==> config.mk <==
export PLATFORM = sky130hd
export DESIGN_NAME = rv32i_multicycle_ctrl
export DESIGN_NICKNAME = d
export VERILOG_FILES = /design/src/rtl/rv32i_multicycle_ctrl_pkg.sv /design/src/rtl/rv32i_multicycle_ctrl_alu_decoder.sv /design/src/rtl/rv32i_multicycle_ctrl.sv
export SDC_FILE = /design/constraint.sdc
export NUM_CORES = 1
export LEC_CHECK = 0
export BUFFER_PORTS_ARGS = -buffer_cell sky130_fd_sc_hd__buf_2
export CAP_MARGIN = 10
export CORE_UTILIZATION = 43
export CTS_BUF_LIST = sky130_fd_sc_hd__clkbuf_4 sky130_fd_sc_hd__clkbuf_8 sky130_fd_sc_hd__clkbuf_16
export DETAILED_ROUTE_END_ITERATION = 10
export PLACE_DENSITY_LB_ADDON = 0.1
export SLEW_MARGIN = 20
export SYNTH_ARGS = -nofsm -noshare
export SYNTH_HDL_FRONTEND = slang
export SYNTH_HIERARCHICAL = 1
export SYNTH_SLANG_ARGS = --single-unit
==> constraint.sdc <==
create_clock -name clk -period 9.6 [get_ports clk]
set_input_delay 2.4 -clock clk [delete_from_list [all_inputs] [get_ports clk]]
set_output_delay 2.4 -clock clk [all_outputs]
set_load 0.01 [all_outputs]
==> src/rtl/rv32i_multicycle_ctrl_pkg.sv <==
// Shared encodings for the RV32I multi-cycle control path: opcodes, funct fields,
// FSM states, ALU operations and datapath mux selects.
package rv32i_pkg;

    localparam logic [6:0] OPC_ARI_RTYPE = 7'b0110011;
    localparam logic [6:0] OPC_ARI_ITYPE = 7'b0010011;
    localparam logic [6:0] OPC_LOAD      = 7'b0000011;
    localparam logic [6:0] OPC_STORE     = 7'b0100011;
    localparam logic [6:0] OPC_BRANCH    = 7'b1100011;
    localparam logic [6:0] OPC_LUI       = 7'b0110111;
    localparam logic [6:0] OPC_AUIPC     = 7'b0010111;
    localparam logic [6:0] OPC_JAL       = 7'b1101111;
    localparam logic [6:0] OPC_JALR      = 7'b1100111;

    localparam logic [2:0] F3_ADD_SUB = 3'b000;
    localparam logic [2:0] F3_SLL     = 3'b001;
    localparam logic [2:0] F3_SLT     = 3'b010;
    localparam logic [2:0] F3_SLTU    = 3'b011;
    localparam logic [2:0] F3_XOR     = 3'b100;
    localparam logic [2:0] F3_SRL_SRA = 3'b101;
    localparam logic [2:0] F3_OR      = 3'b110;
    localparam logic [2:0] F3_AND     = 3'b111;

    localparam logic [6:0] F7_BASE = 7'b0000000;
    localparam logic [6:0] F7_ALT  = 7'b0100000;

    typedef enum logic [2:0] {
        ST_IDLE   = 3'd0,
        ST_FETCH  = 3'd1,
        ST_DECODE = 3'd2,
        ST_EXE    = 3'd3,
        ST_MEM    = 3'd4,
        ST_WB     = 3'd5
    } state_e;

    typedef enum logic [3:0] {
        ALU_ADD  = 4'd0,
        ALU_SUB  = 4'd1,
        ALU_SLL  = 4'd2,
        ALU_SLT  = 4'd3,
        ALU_SLTU = 4'd4,
        ALU_XOR  = 4'd5,
        ALU_SRL  = 4'd6,
        ALU_SRA  = 4'd7,
        ALU_OR   = 4'd8,
        ALU_AND  = 4'd9
    } alu_op_e;

    typedef enum logic [2:0] {
        IMM_I = 3'd0,
        IMM_S = 3'd1,
        IMM_B = 3'd2,
        IMM_U = 3'd3,
        IMM_J = 3'd4
    } imm_sel_e;

    typedef enum logic [1:0] {
        PC_PLUS4 = 2'd0,
        PC_IMM   = 2'd1,
        PC_JALR  = 2'd2
    } pc_sel_e;

    typedef enum logic [2:0] {
        WD_ALU   = 3'd0,
        WD_MEM   = 3'd1,
        WD_IMM   = 3'd2,
        WD_PCIMM = 3'd3,
        WD_PC4   = 3'd4
    } wd_sel_e;

    typedef enum logic [3:0] {
        CLS_R       = 4'd0,
        CLS_I       = 4'd1,
        CLS_LOAD    = 4'd2,
        CLS_STORE   = 4'd3,
        CLS_BRANCH  = 4'd4,
        CLS_LUI     = 4'd5,
        CLS_AUIPC   = 4'd6,
        CLS_JAL     = 4'd7,
        CLS_JALR    = 4'd8,
        CLS_ILLEGAL = 4'd9
    } instr_cls_e;

    function automatic instr_cls_e classify(input logic [6:0] opcode);
        instr_cls_e cls;
        case (opcode)
            OPC_ARI_RTYPE: cls = CLS_R;
            OPC_ARI_ITYPE: cls = CLS_I;
            OPC_LOAD:      cls = CLS_LOAD;
            OPC_STORE:     cls = CLS_STORE;
            OPC_BRANCH:    cls = CLS_BRANCH;
            OPC_LUI:       cls = CLS_LUI;
            OPC_AUIPC:     cls = CLS_AUIPC;
            OPC_JAL:       cls = CLS_JAL;
            OPC_JALR:      cls = CLS_JALR;
            default:       cls = CLS_ILLEGAL;
        endcase
        return cls;
    endfunction

endpackage

==> src/rtl/rv32i_multicycle_ctrl_alu_decoder.sv <==
// Combinational ALU operation decode from opcode, funct3 and funct7[5].
module rv32i_alu_decoder
    import rv32i_pkg::*;
(
    input  logic [6:0] i_opcode,
    input  logic [2:0] i_funct3,
    input  logic       i_funct7_b5,
    output alu_op_e    o_alu_ctrl
);

    // Only R-type uses funct7[5] for SUB; both R and I use it to pick SRA.
    always_comb begin
        o_alu_ctrl = ALU_ADD;
        case (i_opcode)
            OPC_ARI_RTYPE, OPC_ARI_ITYPE: begin
                case (i_funct3)
                    F3_ADD_SUB: o_alu_ctrl = ((i_opcode == OPC_ARI_RTYPE) && i_funct7_b5) ? ALU_SUB : ALU_ADD;
                    F3_SLL:     o_alu_ctrl = ALU_SLL;
                    F3_SLT:     o_alu_ctrl = ALU_SLT;
                    F3_SLTU:    o_alu_ctrl = ALU_SLTU;
                    F3_XOR:     o_alu_ctrl = ALU_XOR;
                    F3_SRL_SRA: o_alu_ctrl = i_funct7_b5 ? ALU_SRA : ALU_SRL;
                    F3_OR:      o_alu_ctrl = ALU_OR;
                    F3_AND:     o_alu_ctrl = ALU_AND;
                    default:    o_alu_ctrl = ALU_ADD;
                endcase
            end
            OPC_BRANCH: o_alu_ctrl = ALU_SUB;
            default:    o_alu_ctrl = ALU_ADD;
        endcase
    end

endmodule

==> src/rtl/rv32i_multicycle_ctrl.sv <==
// Multi-cycle RV32I control FSM: sequences FETCH/DECODE/EXE/MEM/WB and drives
// datapath enables, mux selects and the data-bus handshake.
module rv32i_multicycle_ctrl
    import rv32i_pkg::*;
#(
    parameter int MEM_WAIT_MAX = 0,
    parameter int TO_W         = 8
) (
    input  logic        clk,
    input  logic        reset,
    input  logic [31:0] ir,
    input  logic        br_taken,
    input  logic        dbus_ready,
    output logic        ir_en,
    output logic        pc_en,
    output logic [1:0]  pc_sel,
    output logic        rf_we,
    output logic [2:0]  rf_wd_sel,
    output logic        alu_src_b,
    output logic [3:0]  alu_ctrl,
    output logic [2:0]  imm_sel,
    output logic        dbus_req,
    output logic        dbus_we,
    output logic [2:0]  dbus_size,
    output logic        instr_retired,
    output logic        illegal_instr,
    output logic        bus_err,
    output logic [2:0]  state_o
);

    localparam logic            LP_TO_EN    = (MEM_WAIT_MAX != 32'sd0);
    localparam logic [TO_W-1:0] LP_WAIT_MAX = TO_W'(MEM_WAIT_MAX);
    localparam logic [TO_W-1:0] LP_ONE      = TO_W'(1);

    state_e          r_state;
    state_e          w_state_nxt;
    logic [TO_W-1:0] r_wait_cnt;
    logic [6:0]      w_opcode;
    logic [2:0]      w_funct3;
    logic            w_funct7_b5;
    instr_cls_e      w_cls;
    alu_op_e         w_alu_op;
    imm_sel_e        w_imm_sel;
    logic            w_src_b;
    logic            w_dec_on;
    logic            w_timeout;
    logic            w_unused_ir;

    assign w_opcode    = ir[6:0];
    assign w_funct3    = ir[14:12];
    assign w_funct7_b5 = ir[30];
    assign w_unused_ir = ^{ir[31], ir[29:15], ir[11:7]};
    assign w_cls       = classify(w_opcode);
    assign state_o     = r_state;

    rv32i_alu_decoder u_alu_dec (
        .i_opcode    (w_opcode),
        .i_funct3    (w_funct3),
        .i_funct7_b5 (w_funct7_b5),
        .o_alu_ctrl  (w_alu_op)
    );

    // Immediate format and ALU operand-B source per instruction class.
    always_comb begin
        w_imm_sel = IMM_I;
        w_src_b   = 1'b0;
        case (w_cls)
            CLS_R:                      begin w_imm_sel = IMM_I; w_src_b = 1'b0; end
            CLS_I, CLS_LOAD, CLS_JALR:  begin w_imm_sel = IMM_I; w_src_b = 1'b1; end
            CLS_STORE:                  begin w_imm_sel = IMM_S; w_src_b = 1'b1; end
            CLS_BRANCH:                 begin w_imm_sel = IMM_B; w_src_b = 1'b0; end
            CLS_LUI, CLS_AUIPC:         begin w_imm_sel = IMM_U; w_src_b = 1'b1; end
            CLS_JAL:                    begin w_imm_sel = IMM_J; w_src_b = 1'b1; end
            default:                    begin w_imm_sel = IMM_I; w_src_b = 1'b0; end
        endcase
    end

    // Decode-driven fields stay put from DECODE to WB; IR is not yet valid in FETCH.
    assign w_dec_on  = ((r_state == ST_DECODE) || (r_state == ST_EXE) ||
                        (r_state == ST_MEM) || (r_state == ST_WB)) && (w_cls != CLS_ILLEGAL);
    assign w_timeout = LP_TO_EN && (r_wait_cnt == LP_WAIT_MAX) && !dbus_ready;

    // State register.
    always_ff @(posedge clk or posedge reset) begin
        if (reset) begin
            r_state <= ST_IDLE;
        end else begin
            r_state <= w_state_nxt;
        end
    end

    // MEM wait counter: held at zero outside MEM, saturates instead of wrapping.
    always_ff @(posedge clk or posedge reset) begin
        if (reset) begin
            r_wait_cnt <= '0;
        end else if (r_state != ST_MEM) begin
            r_wait_cnt <= '0;
        end else if (!dbus_ready && (r_wait_cnt != '1)) begin
            r_wait_cnt <= r_wait_cnt + LP_ONE;
        end else begin
            r_wait_cnt <= r_wait_cnt;
        end
    end

    // Next-state and control outputs.
    always_comb begin
        w_state_nxt   = r_state;
        ir_en         = 1'b0;
        pc_en         = 1'b0;
        pc_sel        = PC_PLUS4;
        rf_we         = 1'b0;
        rf_wd_sel     = WD_ALU;
        dbus_req      = 1'b0;
        dbus_we       = 1'b0;
        dbus_size     = 3'd0;
        instr_retired = 1'b0;
        illegal_instr = 1'b0;
        bus_err       = 1'b0;
        if (w_dec_on) begin
            alu_ctrl  = w_alu_op;
            imm_sel   = w_imm_sel;
            alu_src_b = w_src_b;
        end else begin
            alu_ctrl  = ALU_ADD;
            imm_sel   = IMM_I;
            alu_src_b = 1'b0;
        end
        case (r_state)
            ST_IDLE: w_state_nxt = ST_FETCH;
            ST_FETCH: begin
                ir_en       = 1'b1;
                w_state_nxt = ST_DECODE;
            end
            ST_DECODE: begin
                if (w_cls == CLS_ILLEGAL) begin
                    illegal_instr = 1'b1;
                    pc_en         = 1'b1;
                    w_state_nxt   = ST_FETCH;
                end else begin
                    w_state_nxt   = ST_EXE;
                end
            end
            ST_EXE: begin
                case (w_cls)
                    CLS_LOAD, CLS_STORE: w_state_nxt = ST_MEM;
                    CLS_BRANCH: begin
                        pc_en         = 1'b1;
                        pc_sel        = br_taken ? PC_IMM : PC_PLUS4;
                        instr_retired = 1'b1;
                        w_state_nxt   = ST_FETCH;
                    end
                    CLS_JAL, CLS_JALR: begin
                        rf_we         = 1'b1;
                        rf_wd_sel     = WD_PC4;
                        pc_en         = 1'b1;
                        pc_sel        = (w_cls == CLS_JAL) ? PC_IMM : PC_JALR;
                        instr_retired = 1'b1;
                        w_state_nxt   = ST_FETCH;
                    end
                    CLS_R, CLS_I, CLS_LUI, CLS_AUIPC: w_state_nxt = ST_WB;
                    default: w_state_nxt = ST_FETCH;
                endcase
            end
            ST_MEM: begin
                dbus_req  = 1'b1;
                dbus_we   = (w_cls == CLS_STORE);
                dbus_size = w_funct3;
                if (dbus_ready) begin
                    if (w_cls == CLS_STORE) begin
                        pc_en         = 1'b1;
                        instr_retired = 1'b1;
                        w_state_nxt   = ST_FETCH;
                    end else begin
                        w_state_nxt   = ST_WB;
                    end
                end else if (w_timeout) begin
                    bus_err     = 1'b1;
                    pc_en       = 1'b1;
                    w_state_nxt = ST_FETCH;
                end else begin
                    w_state_nxt = ST_MEM;
                end
            end
            ST_WB: begin
                rf_we         = 1'b1;
                pc_en         = 1'b1;
                instr_retired = 1'b1;
                w_state_nxt   = ST_FETCH;
                case (w_cls)
                    CLS_LOAD:  rf_wd_sel = WD_MEM;
                    CLS_LUI:   rf_wd_sel = WD_IMM;
                    CLS_AUIPC: rf_wd_sel = WD_PCIMM;
                    default:   rf_wd_sel = WD_ALU;
                endcase
            end
            default: w_state_nxt = ST_IDLE;
        endcase
    end

endmodule
==> summary.txt <==
Synth
  – Post-synth EDFFs: 0
  – Syn Inst Count: approximately 120
  – Ys async rst share: 1.00
  – Register area share after synthesis: 0.0910
  – Post-Synthesis Net Count: roughly 170
  – Synth Warn #: 6
  – Synth Flop Type: dfrtp_1
  – Post-synthesis register bit count: 3
  – Synth unique cells: between 40 and 50
  – Synthesized area: 825 um2
  – Avg Cell Area, Syn: around 6.6 um2

Route
  – First-pass iteration count of the detailed router: 4
  – Antenna-violating nets left: 0
  – Vias per inst: 5.17
  – Drt first-iter violations: 23
  – Total number of vias: ~1000
  – Wire per inst: approximately 11 um
  – Drc violations: 0
  – WL final: roughly 2100 um

STA
  – Setup TNS: 0 ns
  – Fin. Hold Viols: 0
  – Maximum clock rate: around 150 MHz
  – Max Slew Vio Count: 0
  – Unrepaired setup endpoints after global routing: false
  – Worst-Margin Slew: 0.513 ns
  – Relative slew slack: 0.654
  – Final worst slack: around 2.7 ns
  – Minimum clock period: approximately 6.9 ns
  – Tcrit/Tclk final: 0.715
  – Final setup violation count: 0
  – Setup Skew: roughly 0.0023 ns

Global routing
  – Vias in the first global route: 813
  – Grt total ovfl: 0
  – Largest net degree at the start of global routing: 12
  – GRT Total Usage: 0.215
  – Initial antenna violation count: 0
  – First-pass GRT wire length: 3420 um

Clock tree
  – Total CTS buffers: 3
  – Worst-path clk slew: 0.04 ns
  – CTS tree: built
  – CTS H-Tree Depth: 1
  – CTS max path bufs: 2
  – CTS sink cnt: 3
  – Clock root buffer: clkbuf_4
  – CTS Hold Bufs: 0
  – Worst-Skew Late Latency: ~0.23 ns
  – Setup repair bufs after CTS: 0
  – Resize count post-CTS: 0

Outcome
  – Status: complete, no violations

Power
  – Leak Pwr: roughly 0.55 nW
  – Total power: around 0.000069 W
  – Pwr dens: 64.6 nW/um2
  – VDD IR max: about 0.000047 V

Worst setup path
  – Worst Path Arrival: roughly 4.5 ns
  – Crit Path Max Fanout: 10
  – Required @ worst endpoint: 7.20 ns
  – Critical Path Source Type: input pin
  – Crit. End Element: output pin
  – Crit path kind: input pin to output pin
  – CP max-delay cell: or3b_1
  – CP cell instances: buf_2 -> or3b_1 -> o21ai_0 -> nand2_1 -> o21ai_0 -> nand2_1 -> ha_1 -> inv_1 -> o32ai_1 -> a31o_2 -> or2_2 -> buf_2
  – CP peak stage delay: 0.39 ns

Finish
  – Largest register FFs: 3
  – Utilization after layout: 0.605
  – Fillers: just under 200
  – Ant. Diodes: 0
  – Layout net count: 209
  – Share of cells above drive strength 1: 0.325
  – Reg area: 75.1 um2
  – P&R area growth vs syn: 29.4%
  – Multi-input combinational cell area: ~700 um2

Placed design
  – Worst slack, placed: 2.73 ns
  – Gpl congestion: about 0.83
  – Port bufs: 40
  – DP Wirelength: about 1800 um

Min path
  – Hold Path Class: register to register

Die
  – Number of core rows: 15
  – Placeable core area: ~1800 um2
  – I/O pin total: 63
  – Die footprint: roughly 2100 um2
  – Die Width: approximately 46 um
  – Initial Util: 0.467
  – Die height: approximately 46 um

Job
  – Max-Cap Viols: 0
[cell usage after synthesis, types with 3 or more instances]
cell	instances	area (um2)
ha_1	6	75.1
nor4_1	3	18.8
o21ai_0	6	30.0
a31oi_1	3	18.8
inv_1	7	26.3
and2_1	10	62.6
a21oi_1	5	25.0
nor2_1	18	67.6
nand2b_1	4	25.0
dfrtp_1	3	75.1
o21a_1	3	22.5
nand2_1	11	41.3
nor3_1	5	25.0
[power breakdown]
| group | leakage [nW] | switching (W) | internal, W |
|---|---|---|---|
| Clock | 0.0184 | 0.00000626 | 0.0000184 |
| Sequential | 0.0372 | 0.00000219 | 0.0000139 |
| Combinational | 0.494 | 0.0000168 | 0.0000115 |
| Total | 0.550 | 0.0000252 | 0.0000437 |
[worst max-delay path: cells and delay by family]
family                   cells  cell delay [ns]
AND/OR/NAND/NOR              4             0.85
AO/OA/AOI/OAI                4             0.57
buffers and inverters        3             0.40
adder cells (fa/ha/maj)      1             0.24
[cell families (layout without fill, tap and decap cells)]
kind of cell,after synthesis,after routing,synth area share
other cells,1,1,0.00455
xor+xnor,1,1,0.0106
flops,3,3,0.0910
simple gates,73,73,0.490
buf+inv,9,51,0.0546
fa+ha+maj,6,6,0.0910
compound gates,31,31,0.258
[cell usage in the layout (no fill, tap or decap), types with 2 or more instances in the layout]
cell type / count
buf_2: 40
nor2_1: 18
nand2_1: 11
and2_1: 10
inv_1: 7
o21ai_0: 6
ha_1: 6
a21oi_1: 5
nor3_1: 5
nand2b_1: 4
clkbuf_4: 4
o21a_1: 3
nor4_1: 3
a31oi_1: 3
dfrtp_1: 3
or3_1: 2
or3b_1: 2
nor3b_1: 2
nand3b_1: 2
and3b_1: 2
nand3_1: 2
a21oi_2: 2
a211oi_1: 2
o32ai_1: 2
o31ai_1: 2
[metrics by stage]
| step | hold slack (ns) | instance area (um2) | std cells |
|---|---|---|---|
| final | 0.603 | 1070 | 191 |
| after detailed placement | 0.599 | 1040 | 187 |
| after global routing | 0.639 | 1070 | 191 |
| after global placement | 0.603 | 1040 | 187 |
| after CTS | 0.609 | 1070 | 191 |
| after floorplan | 0.607 | 825 | 124 |
[final timing paths]
path / end / slack, ns / start / depth (start not counted)
max: pc_en / 2.74 / ir[4] / 12
min: state_o[1] / 0.60 / state_o[1] / 1
max reg2reg: state_o[2] / 8.38 / state_o[1] / 3
min reg2reg: state_o[1] / 0.60 / state_o[1] / 1
max in group asynchronous: state_o[2] / 7.44 / reset / 2
min in group asynchronous: state_o[1] / 2.03 / reset / 2
[layer usage]
layer | share of wire | track usage
met5 | 0 | 0
met4 | 0 | 0
met3 | 0.039 | 0.0278
met2 | 0.49 | 0.389
met1 | 0.47 | 0.287
[area by class of cell]
cell class / instances / share of cell area
multi-input cells: 112 / 0.660
repair buffers: 40 / 0.188
flip-flops and latches: 3 / 0.0703
well taps: 25 / 0.0293
clock buffers: 4 / 0.0281
inverters: 7 / 0.0246
(Power assumes the default switching activity.)
